File: src/rtl/keypad_onehot_capture.sv
// keypad_onehot_capture: synchronize, debounce and capture a single pressed key as a one-hot code
module keypad_onehot_capture #(
   parameter int DEBOUNCE_CYCLES = 16
) (
   input  logic        clk,
   input  logic        rst,
   input  logic [15:0] keys_raw,
   output logic [15:0] key_onehot,
   output logic        key_valid,
   output logic        multi_err,
   output logic        busy
);
   typedef enum logic [1:0] {IDLE, DEBOUNCE, HELD} state_t;
   localparam logic [15:0] LAST = 16'(DEBOUNCE_CYCLES - 1);
   state_t      r_state, w_state;
   logic [15:0] r_s1, r_s2, r_sample, w_sample, r_cnt, w_cnt, r_onehot, w_onehot;
   logic        r_valid, w_valid, r_err, w_err, w_single;
   // sample is never zero when evaluated, so clearing the lowest set bit leaves zero only for one key
   assign w_single   = (r_sample & (r_sample - 16'd1)) == 16'd0;
   assign busy       = r_state != IDLE;
   assign key_onehot = r_onehot;
   assign key_valid  = r_valid;
   assign multi_err  = r_err;
   // 2-flop synchronizer, FSM state, counter, captured key and registered pulses
   always_ff @(posedge clk) begin
      if (rst) begin
         r_s1     <= '0;
         r_s2     <= '0;
         r_state  <= IDLE;
         r_sample <= '0;
         r_cnt    <= '0;
         r_onehot <= '0;
         r_valid  <= 1'b0;
         r_err    <= 1'b0;
      end else begin
         r_s1     <= keys_raw;
         r_s2     <= r_s1;
         r_state  <= w_state;
         r_sample <= w_sample;
         r_cnt    <= w_cnt;
         r_onehot <= w_onehot;
         r_valid  <= w_valid;
         r_err    <= w_err;
      end
   end
   // next-state: debounce a press, evaluate it once, then wait for a full debounced release
   always_comb begin
      w_state  = r_state;
      w_sample = r_sample;
      w_cnt    = r_cnt;
      w_onehot = r_onehot;
      w_valid  = 1'b0;
      w_err    = 1'b0;
      case (r_state)
         IDLE: if (r_s2 != 16'd0) begin
            w_state  = DEBOUNCE;
            w_sample = r_s2;
            w_cnt    = '0;
         end
         DEBOUNCE: if (r_s2 != r_sample) begin
            w_state = IDLE;
            w_cnt   = '0;
         end else if (r_cnt < LAST) begin
            w_cnt = r_cnt + 16'd1;
         end else begin
            w_state  = HELD;
            w_cnt    = '0;
            w_valid  = w_single;
            w_err    = !w_single;
            w_onehot = w_single ? r_sample : r_onehot;
         end
         HELD: if (r_s2 != 16'd0) begin
            w_cnt = '0;
         end else if (r_cnt < LAST) begin
            w_cnt = r_cnt + 16'd1;
         end else begin
            w_state = IDLE;
            w_cnt   = '0;
         end
         default: begin
            w_state = IDLE;
            w_cnt   = '0;
         end
      endcase
   end
endmodule
File: config.mk
export PLATFORM = sky130hd
export DESIGN_NAME = keypad_onehot_capture
export DESIGN_NICKNAME = d
export VERILOG_FILES = /design/src/rtl/keypad_onehot_capture.sv
export SDC_FILE = /design/constraint.sdc
export NUM_CORES = 1
export LEC_CHECK = 0
export ABC_AREA = 1
export CORE_ASPECT_RATIO = 0.8
export CORE_MARGIN = 4
export CORE_UTILIZATION = 45
export CTS_CLUSTER_SIZE = 28
export DETAILED_ROUTE_END_ITERATION = 10
export PLACE_DENSITY = 0.67
export SLEW_MARGIN = 0
export SYNTH_ARGS = -nofsm -noshare
export SYNTH_HDL_FRONTEND = slang
export SYNTH_SLANG_ARGS = --single-unit
File: constraint.sdc
create_clock -name clk -period 4.2 [get_ports clk]
set_clock_uncertainty 0.2 [all_clocks]
set_input_delay 1.05 -clock clk [delete_from_list [all_inputs] [get_ports clk]]
set_output_delay 1.05 -clock clk [all_outputs]
set_load 0.05 [all_outputs]
==> summary.txt <==
Hold path depth = 2
Critical Path Most Common Cell = inv_1
Total of max-cap violations = 0
DR iter-0 viols = 165
CTS clock-pin slew for the worst setup and hold paths = 0.10 ns
Ports = 37
CTS tree = done
Worst-skew pair later-pin latency = 0.36 ns
Crit end category = output port
Total grt overflow = 0
Primary FF master, synth = dfxtp_1
Post-synth top area share = 44.71%
Worst Slack Setup Final = 1.009 ns
Sequential share of power = 39.1%
R2r endpoint = r_sample[14]$_SDFFE_PP0P_
Final min period = 3.191 ns
Pre-CTS setup slack = 1.156 ns
Synth Cell Area = 3761 sq um
Slowest cell on crit path = clkdlybuf4s50_1
Post-CTS Hold Buffers = 0
Total number of vias = 3,349
Clock power share = 21.3%
Switching share of total power = 43.92%
Fin nets = 626
Post-route antenna net violation count = 0
Drt pass-1 iters = 5
Post-route clock period utilization = 75.97%
Ratio of cells with drive above 1 in the final layout = 5.911%
Max Clk Rate = 313.4 MHz
Yosys cell types = 27
Mapped Avg Cell Area = 6.587 sq um
Post-synth net total = 593
Layout Cells excl Fill = 717
Synth-to-layout area growth = 16.20%
R2r setup slk = 1.93 ns
Initial antenna violation count = 0
Static Leakage = 2.044 nW
Area occupied by multi-input gates = 1692 sq um
Largest net degree at the start of global routing = 49
Synth area leaders = dfxtp_1, nand2_1, nor2_1, inv_1, nand3_1
Combinational power share = 39.6%
Die X = 110.2 um
Pwr Density = 582.2 nW/um^2
Hold Path Class = flop to flop
Req. time, crit path = 2.95 ns
Cell taking the most area after synthesis = dfxtp_1
Total GRT Usage = 17.89%
Routed WL per cell = 11.32 um
Setup TNS = 0 ns
Post-cts sizing count = 0
Register area share after synthesis = 44.71%
Synth cell count leaders = nand2_1, nor2_1, dfxtp_1
Placement Rows = 29
CP cell instances = inv_1 > ha_1 > inv_1 > clkdlybuf4s50_1
Post-placement cell count = 701
First-pass GRT wire length = 13.97 mm
Crit Path Class = flop to output port
Post-synth EDFFs = 0
Sinks on Clock Net = 84
Post-Route WL = 8.117 mm
Die height = 89.77 um
H-tree levels = 3
Internal power = 0.001427 W
Switching power total = 0.001118 W
TritonCTS buffer count = 9
Run status = complete, no violations
Routability Congestion = 0.8965
Count leader, synth = nand2_1
Post-synthesis cell count = 571
Hold wc startpoint = r_s1[11]$_SDFF_PP0_
Port bufs = 36
Power Total = 0.002545 W
Critical register-to-register path startpoint = r_s2[11]$_SDFF_PP0_
Post-synth ARST share = 0%
Final Setup Violations = 0
Number of global-route vias before repair = 3,006
Core Area = 8019 sq um
Yosys reg bits = 84
Die ar. = 9894 sq um
Clk root buf = clkbuf_8
R2R cell count = 7
# DRC = 0
# Post-CTS Setup Buffers = 0
Worst Max-Slew Pin Slew = 0.9261 ns
Relative slew slack = 37.88%
Avg Vias per Cell = 4.671
Yosys warns = 0
Max-slew violation count = 0
Setup crit start kind = flop
Bufs on Longest Clock Path = 2
CP max FO = 3
Worst Hold End = r_s2[11]$_SDFF_PP0_
Detailed placer's ending HPWL = 6.124 mm
WP data arrival = 1.94 ns
Register Area = 1682 sq um
Fillers = 823
RSZ-0062 raised after global routing = false
N_diodes = 0
Starting density of the core = 46.90%
Max incr delay on CP = 0.81 ns
Hold Fails Final Rpt = 0
Max VDD drop = 0.2304 mV
metal layers:
layer,GRT usage [%],wire [um],up-vias
met5,0,0,-
met4,6.256,157,0
met3,5.659,484,12
met2,24.80,3346,79
met1,25.96,4129,1467
li1,-,-,1791
stage by stage:
| stage | cell area [sq um] | hold slack (ns) | utilization, % |
|---|---|---|---|
| 6_report | 4370 | 0.1928 | 54.50 |
| 5_1_grt | 4370 | 0.2246 | 54.50 |
| 4_1_cts | 4370 | 0.2027 | 54.50 |
| 3_5_place_dp | 4188 | 0.1941 | 52.22 |
| 3_3_place_gp | 4188 | 0.1938 | 52.22 |
| 2_1_floorplan | 3761 | 0.1883 | - |
worst max-delay path by stage:
| stage | from | end | slack [ns] |
|---|---|---|---|
| 3_5_place_dp | rst | r_sample[11]$_SDFFE_PP0P_ | 1.16 |
| 2_1_floorplan | r_state[0]$_SDFFE_PP0P_ | busy | 2.03 |
| 3_3_place_gp | rst | r_sample[3]$_SDFFE_PP0P_ | 1.19 |
| 4_1_cts | r_state[0]$_SDFFE_PP0P_ | busy | 0.99 |
| 6_report | r_state[0]$_SDFFE_PP0P_ | busy | 1.01 |
| 5_1_grt | r_state[1]$_SDFFE_PP0P_ | busy | 0.92 |
logic make-up after synthesis:
kind of cell,share of synthesized area (%)
AND/OR/NAND/NOR,36.96
buffers and inverters,10.31
flip-flops,44.71
AO/OA/AOI/OAI,6.221
adder cells (fa/ha/maj),1.331
XOR/XNOR,0.4658
layout by cell type (no fill, tap or decap), drive strengths merged:
master         synthesis  routed
a21oi                 23      23
buf                    5       1
clkbuf                10      10
clkdlybuf4s50          0      36
clkinv                 1       3
dfxtp                 84      84
ha                     4       4
inv                   82      86
nand2                153     153
nand3                 31      31
nand4                  9       9
nor2                 140     140
nor3                   4       4
o21ai                 23      23
xnor2                  1       1
xor2                   1       1
power by group through the flow:
stage / Combinational, W / Clock [W] / Sequential [W]
after floorplan: 0.000810 / 0 / 0.000972
after global placement: 0.00100 / 0 / 0.00101
after detailed placement: 0.00100 / 0 / 0.00101
after CTS: 0.00101 / 0.000564 / 0.000991
after global routing: 0.00116 / 0.000605 / 0.00101
final: 0.00101 / 0.000542 / 0.000996
final cells by class:
type	instances	share of cell area (%)
Clock buffer	10	2.920
Clock inverter	6	1.260
Inverter	83	7.129
Multi-Input combinational cell	389	38.71
Sequential cell	84	38.48
Tap cell	108	3.092
Timing Repair Buffer	37	8.417
worst max-delay path, delay by kind of cell, from the launching register on:
| family | cells | cell delay [ns] |
|---|---|---|
| buffers and inverters | 3 | 0.97 |
| flip-flops | 1 | 0.37 |
| adder cells (fa/ha/maj) | 1 | 0.23 |
sequential cells by signal, summed over array words and instances, names as in the netlist:
register / count
key_onehot: 16
key_valid: 1
multi_err: 1
r_cnt: 16
r_s1: 16
r_s2: 16
r_sample: 16
r_state: 2
No activity file was read; power rests on OpenSTA's default activity.
==> RTL change (same flow settings) <==
Put one more register stage on the output `key_onehot`. The value now appears one clock later. The other outputs are not delayed to match.
--- a/src/rtl/keypad_onehot_capture.sv
+++ b/src/rtl/keypad_onehot_capture.sv
@@ -19,5 +19,7 @@
    assign w_single   = (r_sample & (r_sample - 16'd1)) == 16'd0;
    assign busy       = r_state != IDLE;
-   assign key_onehot = r_onehot;
+   always_ff @(posedge clk) begin
+      key_onehot <= r_onehot;
+   end
    assign key_valid  = r_valid;
    assign multi_err  = r_err;
Function: same outputs for any inputs over 10 cycles, from zero or initial values and one cycle with rst high; that may be too few to reach the edited logic, so the function may still have changed.
==> RTL change against the unedited design <==
  * Maximum frequency decreased by 0.28%
  * Routed wire length increased by 4.7%
  * Area after synthesis increased by 11%
  * Setup slack got worse by 8.9 ps
  * Worst hold slack got worse by 44 ps
  * Register-to-register slack got worse by 70 ps
  * Sequential cell count increased by 16
  * Design area increased by 13%
  * Highest routed layer unchanged
Power is not compared: it rests on default switching activity, and its combinational part moved more than twofold at a synthesized area within 25%.
==> RTL change: results (changes against the unedited design) <==
Clock network
  • Clock latency on the worst-skew pair: 340 ps (-20 ps)
  • Setup Buffers After CTS: 0 (unchanged)
  • Clk slew on worst S/H paths: 70 ps (-30 ps)
  • Clock buffer depth: 2 (unchanged)
  • TritonCTS buffer count: 9 (unchanged)
  • Post-CTS sizing: 0 (unchanged)
  • H-tree levels: 3 (unchanged)
  • Root Driver: clkbuf_16

Synthesis
  • Yosys cell types: 28 (+3.7%)
  • Commonest cells post-synth: nand2_1, nor2_1, dfxtp_1, inv_1, nand3_1
  • Syn nets: 611 (+3.0%)
  • Mean Syn Cell Area: 7.104 um^2 (+7.8%)
  • Ys async rst share: 0 (unchanged)
  • Area contributors post-synth: dfxtp_1, nand2_1, nor2_1
  • Synth Warn #: 0 (unchanged)
  • Ys flop type: dfxtp_1
  • Sequential fraction of the synthesis area: 0.4785 (+0.03136)

Power and ir drop
  • Leakage: between 0.002 and 0.0025 uW
  • VDD IR max: 0.0002330 V

Critical path
  • CP arrival: about 2000 ps
  • Max FO, Critical Path: 3 (unchanged)
  • CP top delay family: buffers and inverters
  • Most frequent CP cell: inv_1
  • Register-to-Register Path Depth: 11 (+4)
  • Critical-path top delay cell: clkdlybuf4s50_1
  • Max incr delay on CP: 820 ps

Route
  • Routed WL per cell: 11.45 um (+1.2%)
  • Vias/cell: 4.708 (+0.79%)
  • Number of DRC markers in iteration 0: 198 (+20%)
  • Pre-Repair DR Iteration Count: 4 (-1)

GRT
  • Tot GR Track Use: 0.1678 (-0.01110)
  • Global-route wire length before repair: 14520 um (+4.0%)
  • Largest net degree at the start of global routing: 46 (-6.1%)
  • Vias in the first global route: 3214 (+6.9%)
  • Initial antenna violation count: 0 (unchanged)

Finish
  • Finished Layout Cells: 742 (+3.5%)
  • Share of post-route cells with drive strength above 1: 0.08453 (+0.02542)
  • Final Net Count: 644 (+2.9%)
  • ANT cells: 0 (unchanged)

Placed design
  • DP Cell Count: 726 (+3.6%)
  • Place WS: 1203 ps (+46.43 ps)
  • DP HPWL: 6416 um (+4.8%)
  • IO Port Bufs: 36 (unchanged)
  • Routability Congestion: 0.8337 (-7.0%)

Timing
  • Pin slew with the least headroom to its limit: 939.8 ps (+13.63 ps)
  • Final Slew Violations: 0 (unchanged)

Hold path
  • Hold path cells: 0 (-2)
  • HP Class: reg -> reg

Outcome
  • Run status: complete, no violations
## RTL change: cell families after synthesis
| group | after synthesis | share of synthesized area |
|---|---|---|
| AND/OR/NAND/NOR | 331 | 0.3445 |
| buffers and inverters | 107 | 0.1017 |
| flip-flops | 100 | 0.4785 |
| AO/OA/AOI/OAI | 41 | 0.05084 |
| XOR/XNOR | 6 | 0.01256 |
| adder cells (fa/ha/maj) | 4 | 0.01196 |
## RTL change: path summary, 6_finish.rpt
kind	startpoint	end	slack, ps
setup / recovery	r_state[0]	busy	1000
hold / removal	r_onehot[1]	key_onehot[1]	150
setup reg to reg	r_sample[6]	r_onehot[7]	1860
hold reg to reg	r_onehot[1]	key_onehot[1]	150
## RTL change: stage by stage
step                      hold WS (ps)  area, um^2    util
after global routing             161.0        4921  0.5422
after global placement           136.3        4616  0.5085
after CTS                        151.1        4921  0.5422
after floorplan                  131.4        4184       -
after detailed placement         137.1        4616  0.5085
final                            148.3        4921  0.5422
## RTL change: power by group
| group | switching [uW] | internal, uW | total (uW) | leakage [uW] |
|---|---|---|---|---|
| sequential | 42.0 | 982 | 1020 | 0.000816 |
| clock | 366 | 475 | 841 | 0.000150 |
| combinational | 227 | 121 | 347 | 0.00132 |
## RTL change: cell type report
cell class                 instances  area [um^2]
timing repair buffer              37        367.9
tap                              115        143.9
sequential                       100         2002
fill                             902         4155
multi-input combinational        382         1757
inverter                          92        345.3
clock inverter                     6        76.32
clock buffer                      10        229.0
## RTL change: routing by layer
layer / share of wire / routed length, um / GRT usage / vias to the layer above
met1: 0.51 / 4340 / 0.2345 / 1560
met4: 0.0076 / 65 / 0.05507 / 0
met2: 0.43 / 3638 / 0.2548 / 79
li1: - / - / - / 1848
met3: 0.053 / 454 / 0.03928 / 6
met5: 0 / 0 / 0 / -
